File: src/rtl/muldiv_hilo_seq.sv
// ---------------------------------------------------------------------------
// muldiv_hilo_seq
//   Sequencer and HI/LO register file for an external iterative shift-add
//   multiplier. A MULT request latches the operands, pulses the multiplier's
//   reset/load line for one cycle, waits out MUL_CYCLES iteration clocks,
//   then captures the 64-bit product into {HI,LO}. MFHI/MFLO requests
//   return HI or LO on dataOut with one cycle of latency.
//
// Ports
//   clk        rising-edge clock
//   reset      asynchronous, active-high reset
//   start      request strobe, sampled with Signal/dataA/dataB
//   Signal     operation code (SIG_MULT / SIG_MFHI / SIG_MFLO, others ignored)
//   dataA      multiplicand (unsigned)
//   dataB      multiplier (unsigned)
//   prod_in    product returned by the multiplier
//   mul_reset  multiplier reset/load pulse (also high while reset is high)
//   mul_dataA  {32'b0, latched dataA}
//   mul_dataB  latched dataB
//   busy       high in LOAD, RUN and CAPTURE
//   done       one-cycle pulse: HI/LO just updated
//   dataOut    registered MFHI/MFLO result
// ---------------------------------------------------------------------------
module muldiv_hilo_seq #(
    parameter int         MUL_CYCLES = 32,
    parameter logic [5:0] SIG_MULT   = 6'd25,
    parameter logic [5:0] SIG_MFHI   = 6'd16,
    parameter logic [5:0] SIG_MFLO   = 6'd18
) (
    input  logic        clk,
    input  logic        reset,
    input  logic        start,
    input  logic [5:0]  Signal,
    input  logic [31:0] dataA,
    input  logic [31:0] dataB,
    input  logic [63:0] prod_in,
    output logic        mul_reset,
    output logic [63:0] mul_dataA,
    output logic [31:0] mul_dataB,
    output logic        busy,
    output logic        done,
    output logic [31:0] dataOut
);

    localparam int CNT_W = $clog2(MUL_CYCLES) + 1;
    localparam logic [CNT_W-1:0] CNT_LAST = CNT_W'(MUL_CYCLES - 1);

    typedef enum logic [1:0] {
        IDLE    = 2'd0,
        LOAD    = 2'd1,
        RUN     = 2'd2,
        CAPTURE = 2'd3
    } state_t;

    state_t           state;
    logic [CNT_W-1:0] counter;
    logic [31:0]      op_a;
    logic [31:0]      op_b;
    logic [31:0]      hi;
    logic [31:0]      lo;
    // Registered copy of (state == LOAD); keeps mul_reset free of decode glitches.
    logic             load_q;

    always_ff @(posedge clk or posedge reset) begin
        if (reset) begin
            state   <= IDLE;
            counter <= '0;
            op_a    <= '0;
            op_b    <= '0;
            hi      <= '0;
            lo      <= '0;
            load_q  <= 1'b0;
            busy    <= 1'b0;
            done    <= 1'b0;
            dataOut <= '0;
        end else begin
            done <= 1'b0;
            case (state)
                IDLE: begin
                    // Requests are only honoured here; anything arriving while
                    // busy is dropped without side effects.
                    if (start) begin
                        if (Signal == SIG_MULT) begin
                            op_a   <= dataA;
                            op_b   <= dataB;
                            load_q <= 1'b1;
                            busy   <= 1'b1;
                            state  <= LOAD;
                        end else if (Signal == SIG_MFHI) begin
                            dataOut <= hi;
                        end else if (Signal == SIG_MFLO) begin
                            dataOut <= lo;
                        end
                    end
                end
                LOAD: begin
                    load_q  <= 1'b0;
                    counter <= '0;
                    state   <= RUN;
                end
                RUN: begin
                    // Cleared on entry, so it tops out at MUL_CYCLES and never wraps.
                    counter <= counter + 1'b1;
                    if (counter == CNT_LAST)
                        state <= CAPTURE;
                end
                CAPTURE: begin
                    hi    <= prod_in[63:32];
                    lo    <= prod_in[31:0];
                    done  <= 1'b1;
                    busy  <= 1'b0;
                    state <= IDLE;
                end
                default: begin
                    state  <= IDLE;
                    busy   <= 1'b0;
                    load_q <= 1'b0;
                end
            endcase
        end
    end

    assign mul_reset = reset | load_q;
    assign mul_dataA = {32'b0, op_a};
    assign mul_dataB = op_b;

endmodule

File: config.mk
export PLATFORM = sky130hd
export DESIGN_NAME = muldiv_hilo_seq
export DESIGN_NICKNAME = d
export VERILOG_FILES = /design/src/rtl/muldiv_hilo_seq.sv
export SDC_FILE = /design/constraint.sdc
export NUM_CORES = 1
export LEC_CHECK = 0
export CAP_MARGIN = 20
export CORE_AREA = 2 2 125 127
export DETAILED_ROUTE_END_ITERATION = 10
export DIE_AREA = 0 0 127 129
export PLACE_DENSITY = 0.88
export SYNTH_ARGS = -nofsm -noshare
export SYNTH_HDL_FRONTEND = slang
export SYNTH_SLANG_ARGS = --single-unit
File: constraint.sdc
create_clock -name clk -period 9.5 [get_ports clk]
set_input_delay 1.9 -clock clk [delete_from_list [all_inputs] [get_ports clk]]
set_output_delay 1.9 -clock clk [all_outputs]
set_load 0.02 [all_outputs]
## After elaboration in Yosys (flattened, before gate mapping)

Index checks and enable logic that the tools add are counted.

- Bits in registers: 171
- Bits in latches: 0
- Bits in writable memories: 0
- Memory bits (read-only): 0
- Memories kept: 0

- $add $sub $neg: 1
- Multipliers: 0
- Div/mod/pow operators: 0
- Magnitude comparators: 0
- Eq/ne operators: 10
- Shift operators: 0
- Muxes and demuxes: 12
- Bitwise operators: 2
- Reductions and logical operators: 10

Operators by type and width:

| cell | number |
|---|---|
| 2-to-1 mux 32 bit | 2 |
| equality test 6 x 5 -> 1 bit, second input constant | 4 |
| case mux 6 bit (2 select lines) | 1 |
| AND reduction 3 bit | 4 |
| case mux 2 bit (4 select lines) | 1 |
| nonzero test 2 bit | 4 |
| adder 6 x 1 -> 6 bit, second input constant | 1 |
| 2-to-1 mux 2 bit | 3 |
| inequality test 2 bit, second input constant | 3 |
| equality test 2 bit, second input constant | 2 |
| case mux 1 bit (2 select lines) | 2 |
| AND reduction 4 bit | 1 |
| 2-to-1 mux 1 bit | 3 |
| equality test 2 x 1 -> 1 bit, second input constant | 1 |
| logical NOT 2 bit | 1 |
| inverter 1 bit | 1 |
| bitwise OR 1 bit | 1 |

## Logic depth before layout (Yosys ltp)

Gate-level depths: netlist of the first run.

- Depth after elaboration: 4
- Mapped depth: 8
- Depth with buffers taken out: 6

## Least setup slack after synthesis of the first run

No wires, ideal clock.

- Path kind: in2out
- Start: input reset
- End: output mul_reset
- Arrival time: 2.220 ns
- Slack: 5.380 ns
- Cell stages on the path: 1
- Path buffers: 0
- Cell sequence: or2_2

- Cells in the longest elaborated chain, start to end: 1

RTL lines:

| element | line | source |
|---|---|---|
| start: declaration | 31 | `input logic reset,` |
| bitwise OR 1 bit | 123 | `assign mul_reset = reset \| load_q;` |
| end: declaration | 37 | `output logic mul_reset,` |

Every way passes these cells.

## Final worst setup path of the first run

Same ends and word-level chain as after synthesis.

==> impl_metrics.toml, run 1 <==
[cells_and_area]
num-nets-final = 881
nFillCells = 1054
finish.instance_area_um2 = 10100
utilization_pct = 67.5
area_growth_pct = 41.7
drive_above_1_share_pct = 24.1
n_antenna_cell = 0

[setup_path]
critPathSlowestCell = "clkdlybuf4s50_1"
crit_type = "input port to output port"
path_common_cell = "clkdlybuf4s50_1"
path_cells = "clkdlybuf4s50_1, or2_2, clkdlybuf4s50_1"
regToRegSetupSlack_ns = 7.08
critPathMaxStageDelay_ns = 0.54
critical_path_buf_inv_count = 2
cp-start-kind = "input port"
crit_family = "buffers and inverters"
timing.rr.end = "mul_dataB[11]"
critPathArrivalTime_ns = 3.22
crit_fanout = 2
rr_worst_depth = 6
end_kind = "output port"
critPathRequiredTime_ns = 7.60
rr_startpoint = "state[1]"

[synthesis]
synthTopCellsByCount = "dfrtp_1 (171), mux2_2 (129), buf_4 (38)"
synth_edf_count = 0
synth.most_common_cell = "dfrtp_1"
yosysWarnings = 0
synth_top_area_share_pct = 60.0
ys_top_cells_by_area = "dfrtp_1 (60%), mux2_2 (20%), mux2i_1 (4.6%)"
synth_ff_type = "dfrtp_1"
synth_cell_type_count = 32
seq_area_frac_synth_pct = 60.0
synth_top_cell_by_area = "dfrtp_1"
netlist_area_um2 = 7130
synth_area_per_cell_um2 = 14.1
synth_cells = 505
ys_async_sr_fraction_pct = 100
synth-seq-cells = 171

[job]
max_cap_viol_count = 0

[timing]
maxSlewViolCount = 0
hold_viol_final = 0
period_minus_slack_ns = 5.12
whs_ns = 0.482
rsz0062_at_grt = "false"
finalClockSkew_ns = 0.00419
fmax_mhz = 195
timing.final.crit_share_pct = 53.9
setup_viol_count_final = 0
tightest_slew_ns = 0.877
setup_tns_ns = 0
max_slew_margin_pct = 41.5

[drt]
drc_errors = 0
firstDrtPassIters = 4
drt_iter0_markers = 217
viasPerCell = 4.97
drtAntennaViolNets = 0
drt-total-wl_mm = 16.3
dr_total_vias = 4671
routedWlPerCell_um = 17.3

[floorplan]
dieArea_um2 = 16400
fp-row-count = 45
die_h_um = 129
die_w_um = 127
ioPinCount = 268
design.core.area_um2 = 15000
start_util_pct = 47.6

[placement]
place.gp.congestion = 0.768
buffer_ports.inserted = 235
placed_area_um2 = 9470
dp.final_hpwl_mm = 11.8

[global_route]
grt.total_usage_pct = 20.2
grt_pass1_vias = 5035
grt_max_degree = 88
grt_pass1_wl_mm = 25.7
grt_overflow_total = 0
grt_antenna_before_repair = 0

[clocking]
cts_resized = 0
cts.clk_slew.worst_paths_ns = 0.06
cts_num_sinks = 171
postCtsHoldBufs = 0
cts_root_buf = "clkbuf_16"
clockBufferDepth = 2
cts_tree = "built"
clk-insertion-delay-late_ns = 0.42
htreeDepth = 4
cts_buffers = 17
cts_setup_buffers = 0

[power]
p_seq_share_pct = 41.5
p_sw_share_pct = 29.8
comb_power_share_pct = 31.5
p_per_area_nw_per_um2 = 259
pwr-share-clk_pct = 27.1
p_sw_uw = 779
p_int_mw = 1.84
ir_drop_mv = 0.160
p_leak_nw = 4.42
power_mw = 2.61

[worst_hold_path]
hp-class = "flop to flop"
min_path_cells = 2
min_from = "dataOut[10]"
holdPathEnd = "dataOut[10]"

[status]
run_status = "complete, no violations"
-- flip-flops by register name, summed over array words and instances, names as in the netlist --
name / cells
op_a: 32
hi: 32
done: 1
mul_dataB: 32
counter: 6
state: 2
busy: 1
load_q: 1
dataOut: 32
lo: 32
-- layout by cell type (no fill, tap or decap), drive strengths merged --
cell           instances
a21oi                  3
buf                    5
bufinv                 3
clkbuf                19
clkdlybuf4s50        235
clkinv                 2
clkinvlp               4
conb                  32
dfrtp                171
ha                     6
inv                   12
mux2                 129
mux2i                 33
nand2                 37
nand2b                 1
nand3                  2
nand3b                 2
nand4                  1
nand4b                 1
nor2                   3
nor2b                  1
nor3                   2
nor3b                  1
o21ai                 38
o22ai                  1
o32a                   1
o41a                   1
or2                    1
or3                    2
or4                    1
xor2                   1
-- power by group through the flow --
stage / Combinational (mW) / Sequential (mW) / Clock (mW)
after floorplan: 0.444 / 1.16 / 0
after global placement: 0.788 / 1.08 / 0
after detailed placement: 0.829 / 1.10 / 0
after CTS: 0.831 / 1.09 / 0.723
after global routing: 0.884 / 1.11 / 0.756
final: 0.823 / 1.08 / 0.707
-- per-layer routing --
layer	wire length (um)	track usage [%]
met5	0	0
met3	976	5.53
met2	8810	36.1
met1	6070	23.1
met4	430	7.89
-- layout make-up --
class	count	area, um2	area share (%)
Multi-Input combinational cell	300	2540	25.1
Sequential cell	171	4280	42.3
Clock inverter	13	165	1.63
Inverter	8	35.0	0.347
Tap cell	188	235	2.33
Clock buffer	19	443	4.38
Timing Repair Buffer	240	2410	23.8
-- tightest hold or removal path, cell delays in order, from the launching register on --
cell and delay, ns:
dfrtp_1 0.34, nand2_1 0.05, o21ai_1 0.06
-- how the worst max path moves through the flow --
| stage | startpoint | end | slack (ns) | cells after the start |
|---|---|---|---|---|
| global route | reset | mul_reset | 4.34 | 3 |
| CTS | reset | mul_reset | 4.37 | 3 |
| global placement | reset | mul_reset | 4.37 | 3 |
| detailed placement | reset | mul_reset | 4.38 | 3 |
| floorplan | reset | busy | 2.97 | 1 |
| finish | reset | mul_reset | 4.38 | 3 |
-- kinds of logic (layout without fill, tap and decap cells) --
family          Yosys count  in the layout  share of synthesized area (%)
buf+inv                  65            280                           6.23
fa+ha+maj                 6              6                           1.05
xor+xnor                  1              1                          0.123
compound gates           44             44                           3.74
simple gates             55             55                           3.82
flops                   171            171                           60.0
mux                     162            162                           25.0
other cells               1             32                         0.0526
-- metrics by stage --
step	cells	setup WS, ns
after global placement	906	4.37
after CTS	938	4.37
after floorplan	536	2.97
after detailed placement	906	4.38
after global routing	939	4.34
final	939	4.38
Note: power is estimated with default switching activity, not from simulation.
==> run 2, diff against run 1 <==
--- a/config.mk
+++ b/config.mk
@@ -6,10 +6,10 @@
 export NUM_CORES = 1
 export LEC_CHECK = 0
 export CAP_MARGIN = 20
-export CORE_AREA = 2 2 125 127
+export CORE_AREA = 2 2 131 133
 export DETAILED_ROUTE_END_ITERATION = 10
-export DIE_AREA = 0 0 127 129
-export PLACE_DENSITY = 0.88
+export DIE_AREA = 0 0 133 135
+export PLACE_DENSITY = 0.82
 export SYNTH_ARGS = -nofsm -noshare
 export SYNTH_HDL_FRONTEND = slang
 export SYNTH_SLANG_ARGS = --single-unit
==> constraint.sdc (replaced) <==
create_clock -name clk -period 5.2 [get_ports clk]
set_input_delay 1.04 -clock clk [delete_from_list [all_inputs] [get_ports clk]]
set_output_delay 1.04 -clock clk [all_outputs]
set_load 0.02 [all_outputs]
==> impl_metrics.toml, run 2 (synthesized netlist as in run 1, its figures left out) <==
[cells_and_area]
final_common_cell = "clkdlybuf4s50_1"
area_growth_pct = 41.8
nFillCells = 1235
drive_above_1_share_pct = 23.7
num-nets-final = 880
multi_input_comb_area_um2 = 2540
fin_cells = 970
register_area_um2 = 4280
final_cell_mix = "clkdlybuf4s50_1 (235), dfrtp_1 (171), mux2_2 (129)"
n_antenna_cell = 0

[clocking]
cts.clk_slew.worst_paths_ns = 0.06
clk-insertion-delay-late_ns = 0.42
cts_num_sinks = 171
cts_root_buf = "clkbuf_16"
cts_buffers = 17
cts_resized = 0
cts_tree = "built"
postCtsHoldBufs = 0
clockBufferDepth = 2
cts_setup_buffers = 0
htreeDepth = 4

[setup_path]
cp-start-kind = "input port"
critPathRequiredTime_ns = 4.16
end_kind = "output port"
regToRegSetupSlack_ns = 2.68
crit_fanout = 2
critPathArrivalTime_ns = 2.33
crit_type = "input port to output port"

[timing]
finalClockSkew_ns = 0.00582
timing.final.crit_share_pct = 64.9
setup_tns_ns = 0
maxSlewViolCount = 0
tightest_slew_ns = 0.997
period_minus_slack_ns = 3.37
fmax_mhz = 296
setup_viol_count_final = 0
max_slew_margin_pct = 33.5
hold_viol_final = 0
rsz0062_at_grt = "false"

[floorplan]
fp-row-count = 47
start_util_pct = 43.5
dieArea_um2 = 18000
die_w_um = 133
ioPinCount = 268
design.core.area_um2 = 16400
die_h_um = 135

[placement]
buffer_ports.inserted = 235
place.gp.congestion = 0.827
dp.final_hpwl_mm = 11.8
placed_cells = 938

[power]
ir_drop_mv = 0.225
p_leak_nw = 4.41
p_per_area_nw_per_um2 = 467

[global_route]
grt_antenna_before_repair = 0
grt_pass1_vias = 5115
grt_max_degree = 172
grt_pass1_wl_mm = 26.5
grt_overflow_total = 0
grt.total_usage_pct = 19.1

[status]
run_status = "complete, no violations"

[drt]
dr_total_vias = 4709
drtAntennaViolNets = 0
firstDrtPassIters = 4
drc_errors = 0
viasPerCell = 4.85
drt_iter0_markers = 201
routedWlPerCell_um = 17.1
drt-total-wl_mm = 16.6

[job]
max_cap_viol_count = 0

[worst_hold_path]
hp-class = "flop to flop"
==> run 2: changes by cell type in the layout (fill, tap and decap cells not counted), sizes merged <==
cell / delta
clkinvlp: -1
clkbuf: +3
bufinv: -1
inv: -4
buf: -1
clkinv: +3
==> run 2: metal layers <==
metal	routed length [um]	vias up	global-route usage, %
li1	-	2156	-
met2	8930	184	34.4
met3	820	38	4.32
met5	0	-	0
met4	558	0	9.68
met1	6250	2331	21.4
==> run 2: final cells by class <==
type | instances | share of cell area [%]
sequential | 171 | 42.3
multi-input combinational | 300 | 25.1
timing repair buffer | 239 | 23.8
clock buffer | 22 | 4.59
tap | 220 | 2.72
clock inverter | 10 | 1.15
inverter | 8 | 0.334
==> run 2: final timing paths <==
check | to | from | depth (start not counted)
worst max-delay path | mul_reset | reset | 3
worst max register to register | op_a[28] | state[0] | 6
worst min register to register | dataOut[14] | dataOut[14] | 2
min in group asynchronous | op_a[9] | reset | 3
worst min-delay path | dataOut[14] | dataOut[14] | 2
max in group asynchronous | op_a[23] | reset | 3
==> run 2: per-stage QoR <==
step | hold slack (ns) | instance area, um2 | total power, mW | setup slack [ns] | utilization (%)
2_1_floorplan | 0.471 | 7250 | 2.93 | 1.98 | -
3_3_place_gp | 0.463 | 9540 | 3.43 | 1.83 | 58.1
3_5_place_dp | 0.470 | 9540 | 3.52 | 1.84 | 58.1
4_1_cts | 0.489 | 10100 | 4.79 | 1.83 | 61.7
5_1_grt | 0.521 | 10100 | 5.00 | 1.80 | 61.7
6_report | 0.485 | 10100 | 4.72 | 1.83 | 61.7
==> run 2: critical path: stages <==
cell,delay (ns)
clkdlybuf4s50_1,0.46
or2_2,0.29
clkdlybuf4s50_1,0.54
==> run 2: where the power goes <==
part | switching, mW | internal [mW] | total [mW]
registers | 0.227 | 1.75 | 1.98
clock network | 0.510 | 0.733 | 1.24
logic | 0.673 | 0.828 | 1.50
total | 1.41 | 3.31 | 4.72
